[config.mk]
export PLATFORM = sky130hd
export DESIGN_NAME = imm_extend
export DESIGN_NICKNAME = d
export VERILOG_FILES = /design/src/rtl/imm_extend.sv
export SDC_FILE = /design/constraint.sdc
export NUM_CORES = 1
export LEC_CHECK = 0
export BUFFER_PORTS_ARGS = -buffer_cell sky130_fd_sc_hd__buf_2
export CORE_AREA = 5 5 42 44
export CTS_BUF_LIST = sky130_fd_sc_hd__clkbuf_8
export DETAILED_ROUTE_END_ITERATION = 8
export DIE_AREA = 0 0 47 49
export SYNTH_ARGS = -nofsm -noshare
export SYNTH_HDL_FRONTEND = slang
export SYNTH_SLANG_ARGS = --single-unit
[constraint.sdc]
create_clock -name clk -period 0.8 [get_ports clk]
set_input_delay 0.12 -clock clk [delete_from_list [all_inputs] [get_ports clk]]
set_output_delay 0.12 -clock clk [all_outputs]
set_load 0.01 [all_outputs]
[src/rtl/imm_extend.sv]
// rtl/imm_extend.sv - registered immediate-field sign/zero extension unit
//
// Purpose:
//   Extends a right-aligned immediate field to DATA_W bits and registers the
//   result, so the extended operand is valid one clock after capture.
//
// Ports:
//   clk       in   system clock, rising edge
//   rst       in   synchronous active-high reset
//   in_valid  in   qualifies in/len_sel for capture this cycle
//   in        in   [DATA_W-1:0] raw immediate field, LSB at bit 0
//   len_sel   in   [1:0] 00 short sext, 01 medium sext, 10 short zext, 11 pass
//   out       out  [DATA_W-1:0] registered extended value
//   out_valid out  out was captured on the previous edge
//   out_neg   out  registered MSB of out

module imm_extend #(
  parameter int DATA_W  = 8,
  parameter int SHORT_W = 4,
  parameter int MID_W   = 6
) (
  input  logic              clk,
  input  logic              rst,
  input  logic              in_valid,
  input  logic [DATA_W-1:0] in,
  input  logic [1:0]        len_sel,
  output logic [DATA_W-1:0] out,
  output logic              out_valid,
  output logic              out_neg
);

  localparam logic [1:0] SEL_SHORT_S = 2'b00;
  localparam logic [1:0] SEL_MID_S   = 2'b01;
  localparam logic [1:0] SEL_SHORT_Z = 2'b10;

  logic [DATA_W-1:0] ext;

  // Bits above the selected field never reach ext, so X on them cannot leak.
  always_comb begin
    ext = in;
    case (len_sel)
      SEL_SHORT_S: ext = {{(DATA_W-SHORT_W){in[SHORT_W-1]}}, in[SHORT_W-1:0]};
      SEL_MID_S:   ext = {{(DATA_W-MID_W){in[MID_W-1]}}, in[MID_W-1:0]};
      SEL_SHORT_Z: ext = {{(DATA_W-SHORT_W){1'b0}}, in[SHORT_W-1:0]};
      default:     ext = in;
    endcase
  end

  // out/out_neg hold when idle; only out_valid drops so consumers see
  // exactly one valid cycle per capture.
  always_ff @(posedge clk) begin
    if (rst) begin
      out       <= '0;
      out_neg   <= 1'b0;
      out_valid <= 1'b0;
    end else begin
      out_valid <= in_valid;
      if (in_valid) begin
        out     <= ext;
        out_neg <= ext[DATA_W-1];
      end
    end
  end

endmodule

==> impl_metrics.ini <==
[outcome]
status = finished with violations
violations = negative setup slack

[clock_network]
cts_setup_buffers = 0
clock-root-buffer = clkbuf_8
cts_buffer_depth = 2
cts.clk_slew.worst_paths_ps = 50
cts_num_sinks = 9
h-tree-depth = 1
cts_made_buffers = 3
clk_latency_ps = 230
cts_tree = done

[timing]
fin_crit_ps = 804
rsz0062_at_grt = yes
fmax_mhz = 1240
max_slew_margin_pct = 83.6
finClkSkew_ps = 0
tightest_slew_ps = 246
finalHoldViolCount = 0
setup_viol = 2
drv_slew = 0
fin_ws_ps = -4.46
setup_tns_ps = -8.89
fin_crit_sh_pct = 101

[layout]
multi_input_area_um2 = 148
nFillCells = 139
drive_above_1_share_pct = 57.4
area_growth_pct = 69.8
antenna_cells = 0
final_cells = 77
final_util_pct = 41.7
seqCellArea_um2 = 190
final_area_um2 = 584
nets = 75

[drt]
routed_wl_um = 877
detail-route-antenna-nets = 0
wl_per_cell_um = 11.4
drtIter0Drc = 2
vias = 338
drc = 0
via_per_inst = 4.39
firstDrtPassIters = 3

[synthesis]
ys_types = 14
synth.ff_latch_count = 9
seq_area_frac_synth_pct = 52.4
syn-cell-area_um2 = 344
post_synth.cell_area_avg_um2 = 9.56
syn_nets = 49
yosys_warnings = 0
syn_inst = 36

[pwr]
p_sw_w = 0.000277
irDropWorstVdd_mv = 0.863
leakagePower_nw = 0.280
pwr-share-clk_pct = 42.6
power_switching_share_pct = 23.0
p_int_w = 0.000927
power_density_mw_per_mm2 = 2060
seqPwrFrac_pct = 41.8
comb_power_share_pct = 15.6

[setup_path]
cp-end-kind = output pin
path_class = reg2out
cpMaxStageDelayCell = dfxtp_2
cp_top_family = flip-flops
critical-path-max-stage-delay_ps = 350
crit_path_start_kind = register
path_buf_inv = 1
critPathRequiredTime_ps = 680
path_max_fanout = 3
cp.arrival_ps = 680
path_cells = buf_6

[placement]
placed_area_um2 = 473
place_inst = 73
gp_congestion = 0.720
dp_hpwl_um = 647
port_buffers = 22

[global_route]
grt_max_degree = 13
antenna_found_initial = 0
grt_pass1_wl_mm = 1.44
grt-ovfl-total = 0
grt_util_all_layers_pct = 9.05
first_global_vias = 341

[floorplan]
ios = 23
die_w_um = 47
die_area_mm2 = 0.00230
coreArea_mm2 = 0.00140
start_util_pct = 24.6
num_rows = 14
die_y_um = 49

[hold_path]
hp-class = in2reg

[run]
max_cap_violations = 0
==> routing by layer <==
metal  routed length (um)  global-route usage, %  vias to the layer above
met5                    0                      0                        -
met4                   14                   8.29                        0
met3                   45                   3.32                        2
met2                  456                   12.7                        9
met1                  361                   10.0                      153
li1                     -                      -                      174
==> flip-flops by register name, indices dropped and copies added, names as in the netlist <==
signal / count
out: 8
out_valid: 1
==> timing repair <==
action | CTS | global route
setup endpoints to repair | 9 | 9
endpoints found under the hold margin | 0 | 0
hold buffers | 0 | 0
gates resized for setup | 9 | 8
==> layout make-up <==
class,count,share of cell area (%)
Tap cell,16,3.43
Sequential cell,9,32.5
Timing Repair Buffer,24,31.0
Multi-Input combinational cell,24,25.3
Clock buffer,3,7.07
Clock inverter,1,0.642
==> logic make-up (layout without fill, tap and decap cells) <==
family	after synthesis	after routing	synth area share (%)
buffers and inverters	3	28	4.73
AOI/OAI and AO/OA	6	6	13.8
DFF	9	9	52.4
muxes	4	4	11.6
and+or+nand+nor	14	14	17.5
==> cells in the final DEF, fill, tap and decap left out, drive strengths merged <==
cell    netlist  layout
buf           2      24
a211oi        2       2
o21a          1       1
inv           0       1
nand2b        1       1
a21o          1       1
nor2          8       8
a311oi        2       2
mux2i         4       4
clkbuf        1       3
nand3         2       2
dfxtp         9       9
nor2b         1       1
nand2         2       2
==> cells in the mapped netlist <==
cell / n / share of area (%)
buf_2: 1 / 1.5
o21a_1: 1 / 2.2
mux2i_1: 4 / 12
clkbuf_1: 1 / 1.1
a21o_1: 1 / 2.2
nor2_1: 8 / 8.7
nand3_1: 2 / 2.9
dfxtp_1: 9 / 52
a311oi_1: 2 / 5.1
nand2_1: 2 / 2.2
buf_4: 1 / 2.2
nor2b_1: 1 / 1.8
a211oi_1: 2 / 4.4
nand2b_1: 1 / 1.8
==> worst paths after layout <==
path,startpoint,cells past startpoint,slack (ps),end
max,out[7],1,-4,out[7]
min,in[2],3,120,out[2]
max reg2reg,out[7],2,80,out[7]
min reg2reg,out[5],2,490,out[5]
==> stage by stage <==
step           setup slack (ps)  total power, W  hold slack [ps]
2_1_floorplan              81.7        0.000581              265
3_3_place_gp              -89.6        0.000655              357
3_5_place_dp               -101        0.000656              365
4_1_cts                   -13.8         0.00120              122
5_1_grt                   -41.1         0.00127              167
6_report                  -4.46         0.00120              122
==> power by group through the flow <==
stage	clock (W)	combinational [W]	sequential, W
after global routing	0.000556	0.000207	0.000506
after detailed placement	0	0.000156	0.000500
after CTS	0.000537	0.000161	0.000497
final	0.000513	0.000187	0.000503
after floorplan	0	0.0000661	0.000514
after global placement	0	0.000156	0.000499
(Power assumes the default switching activity.)
